`src/rtl/sqrt_seq.sv`:
```
// Sequencer in front of the iterative sqrt core: takes one operand, runs the core, returns {operand, root}.
// Define SQRT_SEQ_TIMEOUT_EN to add start/done watchdogs that force an error result when the core stalls.
module sqrt_seq #(
    parameter int DW       = 8,
    parameter int START_TO = 4,
    parameter int DONE_TO  = 64
) (
    input  logic          clk_i,
    input  logic          rstn_i,
    input  logic          in_valid_i,
    output logic          in_ready_o,
    input  logic [DW-1:0] in_data_i,
    output logic          core_enb_o,
    output logic [DW-1:0] core_dt_o,
    input  logic          core_busy_i,
    input  logic [DW-1:0] core_dt_i,
    output logic          out_valid_o,
    input  logic          out_ready_i,
    output logic [DW-1:0] out_op_o,
    output logic [DW-1:0] out_root_o,
    output logic          out_err_o,
    output logic [2:0]    dbg_state
);

    localparam logic [2:0] IDLE      = 3'd0;
    localparam logic [2:0] LAUNCH    = 3'd1;
    localparam logic [2:0] WAIT_BUSY = 3'd2;
    localparam logic [2:0] WAIT_DONE = 3'd3;
    localparam logic [2:0] HOLD      = 3'd4;

    // Streams: a transfer happens on a rising edge where valid and ready are both high;
    // a producer keeps valid and data stable until that edge.

    logic [2:0]    state;
    logic [DW-1:0] op;

`ifdef SQRT_SEQ_TIMEOUT_EN
    localparam int MAX_TO = (START_TO > DONE_TO) ? START_TO : DONE_TO;
    localparam int CW     = $clog2(MAX_TO + 2);
    logic [CW-1:0] cnt;
    logic          err;
    assign out_err_o = err;
`else
    assign out_err_o = 1'b0;
`endif

    assign in_ready_o = (state == IDLE);
    assign dbg_state  = state;

    always_ff @(posedge clk_i) begin
        if (!rstn_i) begin
            state       <= IDLE;
            op          <= '0;
            core_dt_o   <= '0;
            core_enb_o  <= 1'b0;
            out_valid_o <= 1'b0;
            out_op_o    <= '0;
            out_root_o  <= '0;
`ifdef SQRT_SEQ_TIMEOUT_EN
            cnt         <= '0;
            err         <= 1'b0;
`endif
        end else begin
            case (state)
                IDLE: begin
                    if (in_valid_i) begin
                        op         <= in_data_i;
                        core_dt_o  <= in_data_i;
                        core_enb_o <= 1'b1;
                        state      <= LAUNCH;
                    end
                end
                LAUNCH: begin
                    state <= WAIT_BUSY;
`ifdef SQRT_SEQ_TIMEOUT_EN
                    cnt   <= '0;
`endif
                end
                WAIT_BUSY: begin
                    if (core_busy_i) begin
                        state <= WAIT_DONE;
`ifdef SQRT_SEQ_TIMEOUT_EN
                        cnt   <= '0;
                    end else if (cnt == CW'(START_TO)) begin
                        // Core never started: report an all-ones root flagged as an error.
                        out_root_o  <= '1;
                        out_op_o    <= op;
                        err         <= 1'b1;
                        core_enb_o  <= 1'b0;
                        out_valid_o <= 1'b1;
                        state       <= HOLD;
                    end else begin
                        cnt <= cnt + 1'b1;
`endif
                    end
                end
                WAIT_DONE: begin
                    if (!core_busy_i) begin
                        out_root_o  <= core_dt_i;
                        out_op_o    <= op;
                        core_enb_o  <= 1'b0;
                        out_valid_o <= 1'b1;
                        state       <= HOLD;
`ifdef SQRT_SEQ_TIMEOUT_EN
                    end else if (cnt == CW'(DONE_TO)) begin
                        out_root_o  <= '1;
                        out_op_o    <= op;
                        err         <= 1'b1;
                        core_enb_o  <= 1'b0;
                        out_valid_o <= 1'b1;
                        state       <= HOLD;
                    end else begin
                        cnt <= cnt + 1'b1;
`endif
                    end
                end
                HOLD: begin
                    if (out_ready_i) begin
                        out_valid_o <= 1'b0;
`ifdef SQRT_SEQ_TIMEOUT_EN
                        err         <= 1'b0;
`endif
                        state       <= IDLE;
                    end
                end
                default: state <= IDLE;
            endcase
        end
    end

endmodule
```
`config.mk`:
```
export PLATFORM = sky130hd
export DESIGN_NAME = sqrt_seq
export DESIGN_NICKNAME = d
export VERILOG_FILES = /design/src/rtl/sqrt_seq.sv
export SDC_FILE = /design/constraint.sdc
export NUM_CORES = 1
export LEC_CHECK = 0
export CORE_MARGIN = 2
export CORE_UTILIZATION = 40
export DETAILED_ROUTE_END_ITERATION = 12
export PLACE_DENSITY = 0.88
export REMOVE_ABC_BUFFERS = 1
export SKIP_LAST_GASP = 1
export SYNTH_ARGS = -nofsm -noshare
export SYNTH_HDL_FRONTEND = slang
export SYNTH_SLANG_ARGS = --single-unit
```
`constraint.sdc`:
```
create_clock -name clk_i -period 1.4 [get_ports clk_i]
set_input_delay 0.35 -clock clk_i [delete_from_list [all_inputs] [get_ports clk_i]]
set_output_delay 0.35 -clock clk_i [all_outputs]
set_load 0.1 [all_outputs]
```
==> metrics.txt <==
status finished with violations; violated checks setup timing; IR drop worst, VDD 0.0009600 V; YS warnings 0; switching portion of total power 34.01%; Synth Area in Compound Gates between 10% and 20%; die height about 57 um; Die ar. 0.003202 sq mm; drt first pass iters 4; P per Cell Area around 990 mW/mm^2; DPL Wire Length 2384 um; XOR/XNOR Fraction of Synth Area 0%; vias in the first global route 1109; post-route ant nets 0; Finished Cell Area just over 0.002 sq mm; TritonCTS clock tree yes; Mapped Avg Cell Area between 9 and 10 sq um; DRT iter0 DRCs 12; CTS max path bufs 2; FP Rows 19; Finish-stage setup viols 2; hold_ws 0.4957 ns; unrepaired setup endpoints after global routing true; Worst-path clk slew approximately 0.090 ns; mapped cell area ~0.0011 sq mm; H-tree lvl count 2; max_cap viols 0; Hold Fails Final Rpt 0; CTS root buf clkbuf_4; Seq/Total Area, Yosys 52.49%; Placed Area approximately 0.0020 sq mm; Setup WS post-layout -0.08312 ns; Post-Route Utilization between 70 and 80%; vias per cell 5.234; CTS Buf Count 5; Die W 56.59 um; Worst setup SP type register; adder-cell share of the synthesized area 0%; Total Nets Final 199; Simple-Gate Fraction of Synth Area 29.52%; global-route wire length before repair 5326 um; Buffers on Ports 50; Post-CTS Hold Buffers 0; Comb pwr share 31.2%; Fmax roughly 670 MHz; clock skew 0.006547 ns; power share of the clock group around a quarter; post-route minimum period about 1.5 ns; number of synthesized register bits 29; vias around 1100; post-synthesis cell count around 120; Synth-to-Final Area Change 85.52%; final worst-path cycle share 105.9%; GRT Total Usage 22.20%; IO Pins 52; Clock Latency Late Sink roughly 0.33 ns; drt total wl roughly 3200 um; Setup Slack @ Placement -0.1813 ns; Flop pwr share approximately 44%; fraction of layout cells with a size suffix above 1 roughly a third; clk sink count 29; Crit Path Category register to output pin; Internal roughly 1300 uW; Placeable Area 0.002686 sq mm; Placer Congestion 0.7349; crit path max fanout 2; worst path arrival time 1.13 ns; total gr overflow 0; DR WL/cell 15.07 um; post-synthesis mux area share 0%; Critical Path Sink Type output pin; Max Transition Viols Final 0; largest net degree at the start of global routing between 40 and 50; largest family of logic cells by synthesized area simple AND/OR/NAND/NOR gates; Leak about 0.00082 uW; CP Data Required Time around 1.1 ns; HP Class register to register; Psw 689.3 uW; Antenna Cells 0; setup TNS -0.08459 ns; DRC 0; synth unique cells 26; initial antenna violation count 0; initial core utilization between 40% and 50%
==> repair_timing <==
action,in CTS,in global routing
endpoints found under the setup margin,2,4
gates resized for setup,3,3
buffers inserted,0,1
pin swaps,1,0
==> cells in the mapped netlist, drive strengths merged <==
cell / number / area, sq um
o21ai: 17 / 92.59
dfxtp: 29 / 580.6
nand2b: 1 / 8.760
nand3: 32 / 170.2
nand4bb: 1 / 11.26
conb: 1 / 3.750
and3b: 1 / 8.760
nor3: 2 / 10.01
nand3b: 1 / 7.510
a21oi: 2 / 10.01
clkbuf: 2 / 7.510
buf: 9 / 60.05
nor2b: 1 / 6.260
nor4b: 1 / 23.77
nand2: 16 / 60.06
a21bo: 1 / 10.01
a21boi: 1 / 7.510
and4bb: 1 / 12.51
a22oi: 1 / 7.510
nor2: 2 / 7.510
==> layout make-up <==
| cell class | count | area (sq um) |
|---|---|---|
| Tap cell | 31 | 38.79 |
| Sequential cell | 29 | 584.3 |
| Fill cell | 178 | 634.4 |
| Multi-Input combinational cell | 82 | 469.2 |
| Clock buffer | 7 | 55.05 |
| Timing Repair Buffer | 60 | 904.6 |
==> cells in the final DEF (no fill, tap or decap) <==
cell type	n
buf_12	32
and4bb_1	1
nor3_4	1
a21boi_1	1
o21ai_1	14
and3b_1	1
a21oi_1	2
a22oi_1	1
nor2b_1	1
buf_4	7
nand3b_1	1
nand2b_2	1
nor2_1	2
clkbuf_8	1
dfxtp_2	3
nand3_2	2
nand2_1	16
a21bo_1	1
buf_6	1
nor3_1	1
clkdlybuf4s50_1	20
nand4bb_1	1
o21ai_0	1
clkbuf_1	1
conb_1	1
nand3_1	30
nor4b_4	1
o21ai_2	2
dfxtp_1	26
clkbuf_4	5
==> layer usage <==
metal  GRT usage [%]  up-vias  share of wire [%]
li1                -      530                  -
met2           39.20       39                 55
met4           9.184        0                2.3
met5               0        -                  0
met3           7.834        8                6.3
met1           23.73      517                 36
==> cell families (layout without fill, tap and decap cells) <==
kind of cell    count (synthesis)  count (layout)
compound gates                 22              22
buf+inv                        11              67
flops                          29              29
other cells                     1               1
simple gates                   59              59
==> worst max-delay path, cell delays in order (launching register included) <==
cell and delay (ns):
dfxtp_2 0.34, nor3_4 0.25, buf_12 0.21
==> power groups by stage <==
| stage | registers [uW] | clock network, uW | logic, uW |
|---|---|---|---|
| floorplan | 1120 | 0 | 113 |
| detailed placement | 906 | 0 | 628 |
| finish | 890 | 504 | 633 |
| global placement | 902 | 0 | 614 |
| CTS | 890 | 524 | 633 |
| global route | 895 | 572 | 655 |
==> metrics by stage <==
| stage | cells | power (uW) |
|---|---|---|
| floorplan | 111 | 1233 |
| global placement | 201 | 1516 |
| detailed placement | 201 | 1533 |
| CTS | 208 | 2047 |
| global route | 209 | 2123 |
| finish | 209 | 2027 |
==> worst paths after layout <==
| check | slack (ns) | startpoint | cells after the start | end |
|---|---|---|---|---|
| max | -0.08 | dbg_state[1] | 2 | in_ready_o |
| min | 0.50 | out_root_o[3] | 2 | out_root_o[3] |
| max reg2reg | 0.14 | dbg_state[2] | 5 | out_root_o[4] |
| min reg2reg | 0.50 | out_root_o[3] | 2 | out_root_o[3] |
==> sequential cells by signal, indices dropped and copies added, names as in the netlist <==
| name | flops |
|---|---|
| out_op_o | 8 |
| out_valid_o | 1 |
| op | 8 |
| out_root_o | 8 |
| core_enb_o | 1 |
| dbg_state | 3 |
Note: power is estimated with default switching activity, not from simulation.
